### config.mk
export PLATFORM = sky130hd
export DESIGN_NAME = fifo_rd_ctrl_flat
export DESIGN_NICKNAME = d
export VERILOG_FILES = /design/src/rtl/fifo_rd_ctrl_pkg.sv /design/src/rtl/fifo_rd_ctrl_if.sv /design/src/rtl/fifo_rd_skid.sv /design/src/rtl/fifo_rd_ctrl.sv /design/src/flat_wrapper.sv
export SDC_FILE = /design/constraint.sdc
export NUM_CORES = 1
export LEC_CHECK = 0
export BUFFER_PORTS_ARGS = -buffer_cell sky130_fd_sc_hd__buf_4
export CORE_AREA = 2 2 57 59
export DETAILED_ROUTE_END_ITERATION = 10
export DIE_AREA = 0 0 59 61
export PLACE_DENSITY = 0.73
export SYNTH_ARGS = -nofsm -noshare
export SYNTH_HDL_FRONTEND = slang
export SYNTH_HIERARCHICAL = 1
export SYNTH_SLANG_ARGS = --single-unit
### constraint.sdc
create_clock -name fifo_rclk -period 2.45 [get_ports fifo_rclk]
set_input_delay 0.49 -clock fifo_rclk [delete_from_list [all_inputs] [get_ports fifo_rclk]]
set_output_delay 0.49 -clock fifo_rclk [all_outputs]
set_load 0.005 [all_outputs]
### src/rtl/fifo_rd_ctrl_pkg.sv
// Shared defaults and small helpers for the FIFO read-side controller and its
// two-entry output skid buffer.
package fifo_rd_ctrl_pkg;

    localparam int ADDR_DEF   = 3;
    localparam int WORDS_DEF  = 8;
    localparam int W_SIZE_DEF = 8;

    // Encoded as {push, pop} so the skid buffer can case on it directly.
    typedef enum logic [1:0] {
        SKID_HOLD  = 2'b00,
        SKID_POP   = 2'b01,
        SKID_PUSH  = 2'b10,
        SKID_SHIFT = 2'b11
    } skid_op_e;

    function automatic skid_op_e skid_op(input logic push, input logic pop);
        return skid_op_e'({push, pop});
    endfunction

endpackage

### src/rtl/fifo_rd_ctrl_if.sv
// Read-side bundle: consumer valid/ready stream, flush, level, and the
// storage array read port.
interface fifo_rd_ctrl_if
    import fifo_rd_ctrl_pkg::*;
#(
    parameter int ADDR   = ADDR_DEF,
    parameter int W_SIZE = W_SIZE_DEF
);
    logic              rd_flush;
    logic              rd_ready;
    logic              rd_valid;
    logic [W_SIZE-1:0] rd_data;
    logic [ADDR:0]     rd_level;
    logic [ADDR-1:0]   mem_raddr;
    logic [W_SIZE-1:0] mem_rdata;

    modport master (
        input  rd_flush, rd_ready, mem_rdata,
        output rd_valid, rd_data, rd_level, mem_raddr
    );

    modport slave (
        output rd_flush, rd_ready, mem_rdata,
        input  rd_valid, rd_data, rd_level, mem_raddr
    );
endinterface

### src/rtl/fifo_rd_skid.sv
// Two-entry output skid buffer: head drives the stream, tail catches the word
// that was already in flight when the consumer stalled.
module fifo_rd_skid
    import fifo_rd_ctrl_pkg::*;
#(
    parameter int W_SIZE = W_SIZE_DEF
) (
    input  logic              clk,
    input  logic              rst,
    input  logic              push,
    input  logic [W_SIZE-1:0] push_data,
    input  logic              pop,
    input  logic              clr,
    output logic              valid,
    output logic [W_SIZE-1:0] data,
    output logic [1:0]        cnt
);

    logic [W_SIZE-1:0] head_p2;
    logic [W_SIZE-1:0] tail_p2;
    logic [1:0]        cnt_p2;
    logic              pop_ok;
    skid_op_e          op;

    assign pop_ok = pop & (cnt_p2 != 2'd0);
    assign op     = skid_op(push, pop_ok);

    // Stage 2: buffered words, head first
    always_ff @(posedge clk) begin
        if (rst) begin
            head_p2 <= '0;
            tail_p2 <= '0;
            cnt_p2  <= 2'd0;
        end else if (clr) begin
            cnt_p2 <= 2'd0;
        end else begin
            unique case (op)
                SKID_PUSH: begin
                    if (cnt_p2 == 2'd0)
                        head_p2 <= push_data;
                    else
                        tail_p2 <= push_data;
                    if (cnt_p2 != 2'd2)
                        cnt_p2 <= cnt_p2 + 2'd1;
                end
                SKID_POP: begin
                    head_p2 <= tail_p2;
                    cnt_p2  <= cnt_p2 - 2'd1;
                end
                SKID_SHIFT: begin
                    if (cnt_p2 == 2'd1) begin
                        head_p2 <= push_data;
                    end else begin
                        head_p2 <= tail_p2;
                        tail_p2 <= push_data;
                    end
                end
                default: ;
            endcase
        end
    end

    assign valid = (cnt_p2 != 2'd0);
    assign data  = head_p2;
    assign cnt   = cnt_p2;

endmodule

### src/rtl/fifo_rd_ctrl.sv
// FIFO read-side controller: owns the binary read pointer, absorbs the array's
// registered read latency and streams words to the MAC consumer.
module fifo_rd_ctrl
    import fifo_rd_ctrl_pkg::*;
#(
    parameter int ADDR   = ADDR_DEF,
    parameter int WORDS  = WORDS_DEF,
    parameter int W_SIZE = W_SIZE_DEF
) (
    input  logic            fifo_rclk,
    input  logic            fifo_rrst,
    input  logic [ADDR:0]   wptr_bin,
    output logic [ADDR:0]   rptr_bin,
    fifo_rd_ctrl_if.master  rd
);

    localparam logic [ADDR:0] ADDR_MASK = (ADDR + 1)'(WORDS - 1);

    logic              ptr_empty;
    logic              pop;
    logic              fetch;
    logic              pending_p1;
    logic [1:0]        buf_cnt;
    logic [2:0]        occ;
    logic              buf_valid;
    logic [W_SIZE-1:0] buf_data;

    assign ptr_empty = (wptr_bin == rptr_bin);
    assign pop       = buf_valid & rd.rd_ready;
    assign occ       = {1'b0, buf_cnt} + {2'b00, pending_p1};

    // occ never underflows here: pop implies at least one buffered word.
    assign fetch = ~ptr_empty & ~rd.rd_flush & ((occ - {2'b00, pop}) < 3'd2);

    // Stage 1: address issued, array read in flight
    always_ff @(posedge fifo_rclk) begin
        if (fifo_rrst) begin
            rptr_bin   <= '0;
            pending_p1 <= 1'b0;
        end else if (rd.rd_flush) begin
            rptr_bin   <= wptr_bin;
            pending_p1 <= 1'b0;
        end else begin
            if (fetch)
                rptr_bin <= rptr_bin + 1'b1;
            pending_p1 <= fetch;
        end
    end

    fifo_rd_skid #(
        .W_SIZE (W_SIZE)
    ) u_skid (
        .clk       (fifo_rclk),
        .rst       (fifo_rrst),
        .push      (pending_p1),
        .push_data (rd.mem_rdata),
        .pop       (pop),
        .clr       (rd.rd_flush),
        .valid     (buf_valid),
        .data      (buf_data),
        .cnt       (buf_cnt)
    );

    assign rd.mem_raddr = ADDR'(rptr_bin & ADDR_MASK);
    assign rd.rd_valid  = buf_valid;
    assign rd.rd_data   = buf_data;
    assign rd.rd_level  = wptr_bin - rptr_bin;

endmodule

### src/flat_wrapper.sv
// flat-port wrapper written by rule: the top's interface ports become plain ports
module fifo_rd_ctrl_flat import fifo_rd_ctrl_pkg::*;
#(
    parameter int ADDR   = ADDR_DEF,
    parameter int WORDS  = WORDS_DEF,
    parameter int W_SIZE = W_SIZE_DEF
)
  (fifo_rclk, fifo_rrst, wptr_bin, rptr_bin, rd_rd_flush, rd_rd_ready, rd_mem_rdata, rd_rd_valid, rd_rd_data, rd_rd_level, rd_mem_raddr);
  fifo_rd_ctrl_if #(.ADDR(ADDR), .W_SIZE(W_SIZE)) rd_i ();
  input  logic fifo_rclk;
  input  logic fifo_rrst;
  input  logic [ADDR:0] wptr_bin;
  output logic [ADDR:0] rptr_bin;
  input wire logic [$bits(rd_i.rd_flush)-1:0] rd_rd_flush;
  input wire logic [$bits(rd_i.rd_ready)-1:0] rd_rd_ready;
  input wire logic [$bits(rd_i.mem_rdata)-1:0] rd_mem_rdata;
  output wire logic [$bits(rd_i.rd_valid)-1:0] rd_rd_valid;
  output wire logic [$bits(rd_i.rd_data)-1:0] rd_rd_data;
  output wire logic [$bits(rd_i.rd_level)-1:0] rd_rd_level;
  output wire logic [$bits(rd_i.mem_raddr)-1:0] rd_mem_raddr;
  assign rd_i.rd_flush = rd_rd_flush;
  assign rd_i.rd_ready = rd_rd_ready;
  assign rd_i.mem_rdata = rd_mem_rdata;
  assign rd_rd_valid = rd_i.rd_valid;
  assign rd_rd_data = rd_i.rd_data;
  assign rd_rd_level = rd_i.rd_level;
  assign rd_mem_raddr = rd_i.mem_raddr;
  fifo_rd_ctrl #(.ADDR(ADDR), .WORDS(WORDS), .W_SIZE(W_SIZE)) u_core (.fifo_rclk(fifo_rclk), .fifo_rrst(fifo_rrst), .wptr_bin(wptr_bin), .rptr_bin(rptr_bin), .rd(rd_i));
endmodule
# After elaboration in Yosys (flattened, before gate mapping)
# Cells that the tools add are included.
[totals]
regBits = 23
out_inout_bits = 20
wordCells = 48
[classes]
n_addsub = 6
magnitude_cmp = 1
eq_ne = 10
muxes = 10
bitwise = 6
n_reduce_logical = 10
[op_table]
columns = ["op", "n"]
rows = [
  ["$mux 8", 4],
  ["$pmux 8 s3", 1],
  ["$pmux 8 s2", 1],
  ["$ne 2x2->1 const B", 5],
  ["$mux 4", 2],
  ["$reduce_bool 2->1", 4],
  ["$add 4x1->4 const B", 1],
  ["$and 1x1->1", 4],
  ["$eq 2x1->1 const B", 2],
  ["$eq 2x2->1 const B", 2],
  ["$eq 4x4->1", 1],
  ["$pmux 2 s2", 1],
  ["$reduce_and 4->1", 1],
  ["$sub 4x4->4", 1],
  ["$add 2x1->3", 1],
  ["$lt 3x2->1 const B", 1],
  ["$reduce_and 3->1", 1],
  ["$reduce_bool 3->1", 1],
  ["$sub 3x1->3", 1],
  ["$add 2x1->2 const B", 1],
  ["$logic_not 2->1", 1],
  ["$mux 2", 1],
  ["$not 1->1", 2],
  ["$reduce_and 2->1", 1],
  ["other kinds (2)", 2],
]

# Logic depth before layout (Yosys ltp)
# Gate-level depths: netlist of run 1.
[depth]
ltp_word = 7
ltp_mapped = 11
mapped_depth_nobuf = 11

# Hierarchy
# The synthesis of run 1 kept the hierarchy.
[modules_own_cells]
columns = ["mod", "n_inst", "cells_each", "area_each_um2", "seq_area_each_um2"]
rows = [
  ["fifo_rd_skid", 1, 94, 850.8, 360.3],
  ["fifo_rd_ctrl", 1, 54, 501.7, 100.1],
]

# Worst setup path after synthesis of run 1
# Ideal clock, no wire load.
[synth_timing]
path_kind = "register to register"
startpoint = "register u_core.u_skid.cnt_p2[1] (netlist: u_core/u_skid/cnt[1])"
endpoint = "register u_core.rptr_bin[3]"
setup_time_ns = 0.120
arrival_ns = 2.612
t_required_ns = 2.330
setup_slack_ns = -0.282
stages_incl_launch_ff = 12
synth_period_minus_slack_ns = 2.732
path_cell_list = "dfxtp_1 -> inv_1 -> ha_1 -> inv_1 -> and2_1 -> ha_1 -> nand2b_1 -> fa_1 -> xnor2_4 -> o211ai_4 -> o21a_1 -> o31a_1"
[synth_between]
elab_chain_cells = 6
word_cells_on_any_way = 7
[synth_rtl]
columns = ["element", "line", "rtl"]
rows = [
  ["start, declared", "fifo_rd_skid.sv:21", "logic [1:0] cnt_p2;"],
  ["start signal, assigned", "fifo_rd_skid.sv:44", "cnt_p2 <= cnt_p2 + 2'd1;"],
  ["start signal, assigned", "fifo_rd_skid.sv:48", "cnt_p2 <= cnt_p2 - 2'd1;"],
  ["$reduce_bool 2->1", "fifo_rd_skid.sv:63", "assign valid = (cnt_p2 != 2'd0);"],
  ["via rd_rd_valid", "flat_wrapper.sv:17", "output wire logic [$bits(rd_i.rd_valid)-1:0] rd_rd_valid;"],
  ["$and 1x1->1", "fifo_rd_ctrl.sv:29", "assign pop = buf_valid & rd.rd_ready;"],
  ["via u_core.pop", "fifo_rd_ctrl.sv:20", "logic pop;"],
  ["$sub 3x1->3", "fifo_rd_ctrl.sv:33", "assign fetch = ~ptr_empty & ~rd.rd_flush & ((occ - {2'b00, pop}) < 3'd2);"],
  ["$lt 3x2->1", "fifo_rd_ctrl.sv:33", ""],
  ["$and 1x1->1", "fifo_rd_ctrl.sv:33", ""],
  ["$reduce_bool 2->1 (no source line)", "-", ""],
  ["end signal, assigned", "fifo_rd_ctrl.sv:41", "rptr_bin <= wptr_bin;"],
  ["end signal, assigned", "fifo_rd_ctrl.sv:45", "rptr_bin <= rptr_bin + 1'b1;"],
  ["end, declared", "fifo_rd_ctrl.sv:13", "output logic [ADDR:0] rptr_bin,"],
]
# The timed path passes the listed nets, and every way through them passes these cells.
# A chain may end at the register's enable or synchronous reset.

# Worst setup path after layout of run 1
[layout_timing]
startpoint = "register u_core.u_skid.cnt_p2[1] (netlist: u_core/u_skid/cnt[1])"
endpoint = "register u_core.rptr_bin[1]"
[layout_between]
elab_chain_cells = 6
word_cells_on_any_way = 7
[layout_rtl]
columns = ["element", "line"]
rows = [
  ["$reduce_bool 2->1", "fifo_rd_skid.sv:63"],
  ["$and 1x1->1", "fifo_rd_ctrl.sv:29"],
  ["via u_core.pop", "fifo_rd_ctrl.sv:20"],
  ["$sub 3x1->3", "fifo_rd_ctrl.sv:33"],
  ["$lt 3x2->1", "fifo_rd_ctrl.sv:33"],
  ["$and 1x1->1", "fifo_rd_ctrl.sv:33"],
  ["$reduce_bool 2->1 (no source line)", "-"],
]
# The timed path passes the listed nets, and every way through them passes these cells.

==> flow_summary.json, run 1 <==
{
  "fp.dieW_um": 59,
  "cp_max_fo": 6,
  "clkSlewWorstSetupHoldPaths_ns": 0.13,
  "async_flop_share_pct": 0,
  "period_minus_slack_ns": 2.35,
  "dp.final_hpwl_um": 2200,
  "core_um2": 2950,
  "max_freq_mhz": 426,
  "path_cells": "inv_4 > ha_4 > inv_2 > and2_4 > ha_4 > nand2b_4 > fa_2 > xnor2_4 > o211ai_4 > nor3b_4 > a2111oi_4",
  "cp_common_cell": "ha_4",
  "n_antenna_cell": 0,
  "viasPerCell": 5.31,
  "grt_pass1_vias": 1074,
  "path_delay_family": "adder cells",
  "clk_path_buf_depth": 2,
  "ys_types": 39,
  "synth_top_cell_area_share_pct": 34.0,
  "multi_input_area_um2": 848,
  "cts_tree": "done",
  "grt-ovfl-total": 0,
  "drc": 0,
  "cts_buffers": 3,
  "insertion_delay_ns": 0.31,
  "reg2reg_from": "u_core/u_skid/cnt[1]$_SDFFE_PP0P_",
  "n_fill_cell": 265,
  "setup_ws_ns": 0.103,
  "ff2ff_path_depth": 11,
  "power_w": 0.000923,
  "fp.dieArea_um2": 3600,
  "fin_hold_ws_ns": 0.418,
  "status": "finished clean",
  "timing.final.crit_share_pct": 95.8,
  "worstHoldStart": "rd_mem_rdata[7]",
  "synthesis.area_um2": 1350,
  "crit_path_top_delay_cell": "fa_2",
  "detailedPlace.worstSlack_ns": -0.100,
  "grt_pass1_wl_um": 4900,
  "dr.pass1.iters": 4,
  "p_leak_nw": 0.812,
  "initial_core_util_pct": 45.8,
  "maxSlewViolCount": 0,
  "routed_wl_um": 2950,
  "maxCapViolations": 0,
  "areaGrowthSynthToFinish_pct": 30.2,
  "synth_largest_area_cell": "dfxtp_1",
  "io_pins": 36,
  "critPathLaunchType": "flop",
  "cts-root-buf": "clkbuf_4",
  "finalSetupTns_ns": 0,
  "fin_util_pct": 59.7,
  "intPower_w": 0.000639,
  "post_route_cells_drive_above_1_share_pct": 37.6,
  "rsz0062_at_grt": "true",
  "synth_seq_cells": 23,
  "crit_buf_inv": 2,
  "p_comb_share_pct": 34.8,
  "grt_max_degree": 24,
  "worst_r2r_endpoint": "u_core/rptr_bin[1]$_SDFFE_PP0P_",
  "vdd_drop_max_mv": 0.271,
  "arrival_ns": 2.56,
  "min_to": "u_core/u_skid/tail_p2[7]$_SDFFE_PP0P_",
  "grt_usage_pct": 17.8,
  "yosys-top-cells-area": "dfxtp_1 34%, ha_1 7.4%, mux2i_1 6.7%",
  "seq_power_share_pct": 46.4,
  "dr.first_iter.drc_count": 31,
  "finalSetupViolations": 0,
  "regToRegSetupSlack_ns": 0.10,
  "power.share.clock_pct": 18.8,
  "worst-endpoint-required_ns": 2.66,
  "ys.flop_type": "dfxtp_1",
  "worstHoldPathType": "input port to flop",
  "cts-htree-levels": 1,
  "yosysSeqAreaShare_pct": 34.0,
  "routabilityCongestion": 0.784,
  "max_stage_delay_ns": 0.40,
  "syn_inst": 148,
  "synth_edf_count": 0,
  "hold_depth": 3,
  "seqCellArea_um2": 467,
  "fin_nets": 213,
  "startpoint": "u_core/u_skid/cnt[1]$_SDFFE_PP0P_",
  "netSwitchingPower_w": 0.000284,
  "endpoint_kind": "flop",
  "hold_viol_final": 0,
  "worst_clock_skew_ns": 0.00307,
  "vias": 1162,
  "ant_nets": 0,
  "wl_per_cell_um": 13.5,
  "antenna_found_initial": 0,
  "ys_warn_count": 6,
  "fp-row-count": 20,
  "chipHeight_um": 61,
  "synthesis.nets": 174,
  "io_buffers": 35,
  "slew_headroom_pct": 71.0,
  "cts_sinks": 23,
  "power_density_nw_per_um2": 524,
  "swShare_pct": 30.8,
  "worst-setup-path-type": "flop to flop",
  "cts_hold_buffers": 0,
  "syn_area_per_cell_um2": 9.14,
  "tightest_slew_ns": 0.434
}
[worst register-to-register path, cell delays in order (launching register included)]
cell and delay [ns]:
dfxtp_4 0.38, inv_4 0.06, ha_4 0.12, inv_2 0.03
and2_4 0.16, ha_4 0.23, nand2b_4 0.14, fa_2 0.40
xnor2_4 0.16, o211ai_4 0.12, nor3b_4 0.18, a2111oi_4 0.27
[stage by stage]
step           instance area, um^2  std cells
2_1_floorplan                 1370        148
3_3_place_gp                  1640        210
3_5_place_dp                  1640        210
4_1_cts                       1710        217
5_1_grt                       1760        219
6_report                      1760        219
[flip-flops by register name (all words and copies together), names as in the netlist]
| name | count |
|---|---|
| u_core/u_skid/data | 8 |
| u_core/u_skid/tail_p2 | 8 |
| u_core/rptr_bin | 4 |
| u_core/u_skid/cnt | 2 |
| u_core/pending_p1 | 1 |
[worst max path at each step]
stage,end,slack (ns),depth (start not counted)
floorplan,u_core/rptr_bin[3]$_SDFFE_PP0P_,0.01,11
global placement,u_core/rptr_bin[1]$_SDFFE_PP0P_,0.03,9
detailed placement,u_core/rptr_bin[1]$_SDFFE_PP0P_,-0.10,11
CTS,u_core/rptr_bin[1]$_SDFFE_PP0P_,0.02,11
global route,u_core/rptr_bin[1]$_SDFFE_PP0P_,-0.02,11
finish,u_core/rptr_bin[1]$_SDFFE_PP0P_,0.10,11
[area by class of cell]
class                           count  share of cell area (%)
Multi-Input combinational cell    102                    48.2
Clock inverter                      1                   0.284
Tap cell                           33                    2.34
Inverter                           14                    3.12
Sequential cell                    23                    26.5
Timing Repair Buffer               43                    18.3
Clock buffer                        3                    1.28
[cells in the final DEF, fill, tap and decap left out, types with 5 or more instances in the layout]
cell      Yosys  final
a311oi_1      6      6
buf_4         4     43
nor2_1       17     17
nand2_1      18     18
ha_1          8      6
mux2i_1       9      9
a21oi_1       5      5
inv_1        13     10
dfxtp_1      23     20
[power groups by stage]
stage / Combinational, W / Sequential [W] / Clock, W
3_5_place_dp: 0.000282 / 0.000435 / 0
2_1_floorplan: 0.000168 / 0.000431 / 0
3_3_place_gp: 0.000270 / 0.000432 / 0
4_1_cts: 0.000298 / 0.000428 / 0.000181
5_1_grt: 0.000354 / 0.000433 / 0.000203
6_report: 0.000321 / 0.000429 / 0.000173
[synthesized netlist by cell type, types with 2 or more instances]
library cell,count
nand2_1,18
a311oi_2,2
mux2i_1,9
clkbuf_1,2
ha_1,8
a21o_1,2
fa_1,2
nor2_1,17
buf_4,4
a311oi_1,6
dfxtp_1,23
a21oi_1,5
a211oi_1,2
o21a_1,2
nand2b_1,3
xnor2_1,3
nor3_1,5
nand3_1,2
inv_1,13
[routing by layer]
layer	GRT usage (%)	vias to the layer above	part of all wire [%]	wire length (um)
met5	0	-	0	0
met4	6.49	0	0.92	27
met3	2.77	4	6.0	176
met2	31.6	38	52	1520
met1	21.9	533	42	1230
li1	-	587	-	-
[logic make-up (layout without fill, tap and decap cells)]
kind of cell,after synthesis,count (layout),synth area share [%]
XOR/XNOR,6,6,5.83
flip-flops,23,23,34.0
AND/OR/NAND/NOR,49,49,16.2
adder cells (fa/ha/maj),10,10,10.4
buffers and inverters,23,61,8.14
multiplexers,9,9,6.66
AO/OA/AOI/OAI,28,28,18.8
[timing repair]
action,in CTS,in global routing
pin swaps,4,4
resized for setup,4,7
hold endpoints to repair,0,0
setup buffers,3,2
setup endpoints to repair,2,4
Note: power is estimated with default switching activity, not from simulation.
==> run 2, diff against run 1 <==
Clock period 2.45 ns to 2 ns, I/O delays scaled along.
==> run 2 against run 1 <==
Compared with the run above: combinational power is 36% higher; cell area rose by 6.3%; hold slack worse by 0.089 ns; the flow now finishes with violations (setup timing); first-iteration DRC count is the same; worst setup slack got worse by 0.42 ns; non-clock buffer count increased by 13; final cell count is 5.9% higher; register-to-register slack got worse by 0.42 ns; clock power is 25% higher; die area stayed put.
==> flow_summary.json, run 2 (same netlist as run 1, synthesis figures left out) <==
{
  "status": "complete, but fails checks",
  "failed_checks": "setup timing",
  "antenna_found_initial": 0,
  "dp.final_hpwl_um": 2430,
  "final_cell_mix": "55 x buf_4, 20 x dfxtp_1, 18 x nand2_1, 17 x nor2_1, 10 x inv_1",
  "insertion_delay_ns": 0.31,
  "routed_wl_um": 3180,
  "dr.first_iter.drc_count": 31,
  "crit_buf_inv": 2,
  "maxSlewViolCount": 0,
  "ant_nets": 0,
  "worst-endpoint-required_ns": 2.22,
  "n_antenna_cell": 0,
  "tightest_slew_ns": 0.449,
  "initial_core_util_pct": 45.8,
  "worstHoldPathType": "input port to flop",
  "worst_r2r_endpoint": "u_core/rptr_bin[1]$_SDFFE_PP0P_",
  "wl_per_cell_um": 13.7,
  "ff2ff_path_depth": 11,
  "grt_max_degree": 24,
  "max_stage_delay_ns": 0.38,
  "fin_util_pct": 63.4,
  "cts_sinks": 23,
  "cp_common_cell": "ha_4",
  "grt_pass1_wl_um": 5110,
  "power_density_nw_per_um2": 620,
  "period_minus_slack_ns": 2.31,
  "routabilityCongestion": 0.762,
  "rsz0062_at_grt": "true",
  "fp.dieW_um": 59,
  "hold_viol_final": 0,
  "path_delay_family": "adder cells",
  "reg2reg_from": "u_core/u_skid/cnt[1]$_SDFFE_PP0P_",
  "dr.pass1.iters": 4,
  "crit_path_top_delay_cell": "dfxtp_4",
  "cp_max_fo": 5,
  "dpl_cell_area_um2": 1760,
  "grt-ovfl-total": 0,
  "p_leak_nw": 0.879,
  "worst_clock_skew_ns": 0.00463,
  "timing.final.crit_share_pct": 116,
  "worstHoldStart": "rd_mem_rdata[0]",
  "clk_path_buf_depth": 2,
  "post_route_cells_drive_above_1_share_pct": 43.2,
  "max_freq_mhz": 433,
  "grt_pass1_vias": 1162,
  "vdd_drop_max_mv": 0.341,
  "fp-row-count": 20,
  "hold_depth": 3,
  "areaGrowthSynthToFinish_pct": 38.5,
  "cts-root-buf": "clkbuf_4",
  "arrival_ns": 2.53,
  "min_to": "u_core/u_skid/tail_p2[0]$_SDFFE_PP0P_",
  "worst-setup-path-type": "flop to flop",
  "cts-htree-levels": 1,
  "setup_ws_ns": -0.312,
  "viasPerCell": 5.38,
  "final_common_cell": "buf_4",
  "stdcell_area_um2": 1870,
  "chipHeight_um": 61,
  "n_fill_cell": 258,
  "endpoint_kind": "flop",
  "io_buffers": 35,
  "drc": 0,
  "fin_nets": 226,
  "regToRegSetupSlack_ns": -0.31,
  "io_pins": 36,
  "fp.dieArea_um2": 3600,
  "finalSetupViolations": 6,
  "core_um2": 2950,
  "maxCapViolations": 0,
  "critPathLaunchType": "flop",
  "path_cells": "inv_4 > ha_4 > inv_2 > and2_4 > ha_4 > nand2b_4 > fa_2 > xnor2_4 > o211ai_4 > nor3b_2 > a2111oi_2",
  "cts_buffers": 3,
  "vias": 1248,
  "clkSlewWorstSetupHoldPaths_ns": 0.13,
  "grt_usage_pct": 18.6,
  "cts_tree": "done",
  "slew_headroom_pct": 70.1
}
[run 2: layer usage]
layer	vias to the layer above	track usage, %	part of all wire (%)
met1	596	21.3	40
met5	-	0	0
met3	2	2.56	4.2
met4	0	4.87	0.31
li1	610	-	-
met2	40	35.9	55
[run 2: where the power goes]
part	leakage [nW]	switching (W)	total [W]	internal [W]
logic	0.672	0.000193	0.000438	0.000245
registers	0.189	0.0000195	0.000507	0.000487
clock network	0.0177	0.000141	0.000216	0.0000747
[run 2: final cells by class]
class | count | area [um^2] | area share, %
sequential | 23 | 467 | 24.9
inverter | 14 | 55.1 | 2.94
multi-input combinational | 102 | 850 | 45.4
timing repair buffer | 56 | 433 | 23.1
clock inverter | 1 | 5.00 | 0.267
clock buffer | 3 | 22.5 | 1.20
tap | 33 | 41.3 | 2.20
[run 2: through the flow]
stage	worst slack, ns	power (W)	hold WS, ns	TNS, ns	std cells
floorplan	-0.375	0.000741	0.458	-1.01	148
global placement	-0.249	0.000916	0.466	-0.835	221
detailed placement	-0.308	0.000932	0.483	-1.12	221
CTS	-0.305	0.00116	0.319	-1.14	228
global route	-0.410	0.00124	0.319	-1.64	232
finish	-0.312	0.00116	0.329	-1.10	232
[run 2: how the worst max path moves through the flow]
stage / end / start / cells past startpoint
after floorplan: u_core/rptr_bin[1]$_SDFFE_PP0P_ / u_core/u_skid/cnt[1]$_SDFFE_PP0P_ / 11
after global placement: u_core/rptr_bin[1]$_SDFFE_PP0P_ / u_core/u_skid/cnt[0]$_SDFFE_PP0P_ / 11
after detailed placement: u_core/rptr_bin[1]$_SDFFE_PP0P_ / u_core/u_skid/cnt[0]$_SDFFE_PP0P_ / 11
after CTS: u_core/rptr_bin[1]$_SDFFE_PP0P_ / u_core/u_skid/cnt[1]$_SDFFE_PP0P_ / 10
after global routing: u_core/rptr_bin[1]$_SDFFE_PP0P_ / u_core/u_skid/cnt[0]$_SDFFE_PP0P_ / 11
final: u_core/rptr_bin[1]$_SDFFE_PP0P_ / u_core/u_skid/cnt[1]$_SDFFE_PP0P_ / 11
[run 2: worst register-to-register path: stages (launching register included)]
cell	delay (ns)
dfxtp_4	0.38
inv_4	0.04
ha_4	0.15
inv_2	0.05
and2_4	0.14
ha_4	0.19
nand2b_4	0.13
fa_2	0.38
xnor2_4	0.17
o211ai_4	0.11
nor3b_2	0.17
a2111oi_2	0.31
[run 2: what timing repair did]
item                       CTS  global route
hold buffers                 0             0
buffers inserted             3             4
gates resized for setup      3             6
setup endpoints to repair    6            15
pin swaps                    3             2
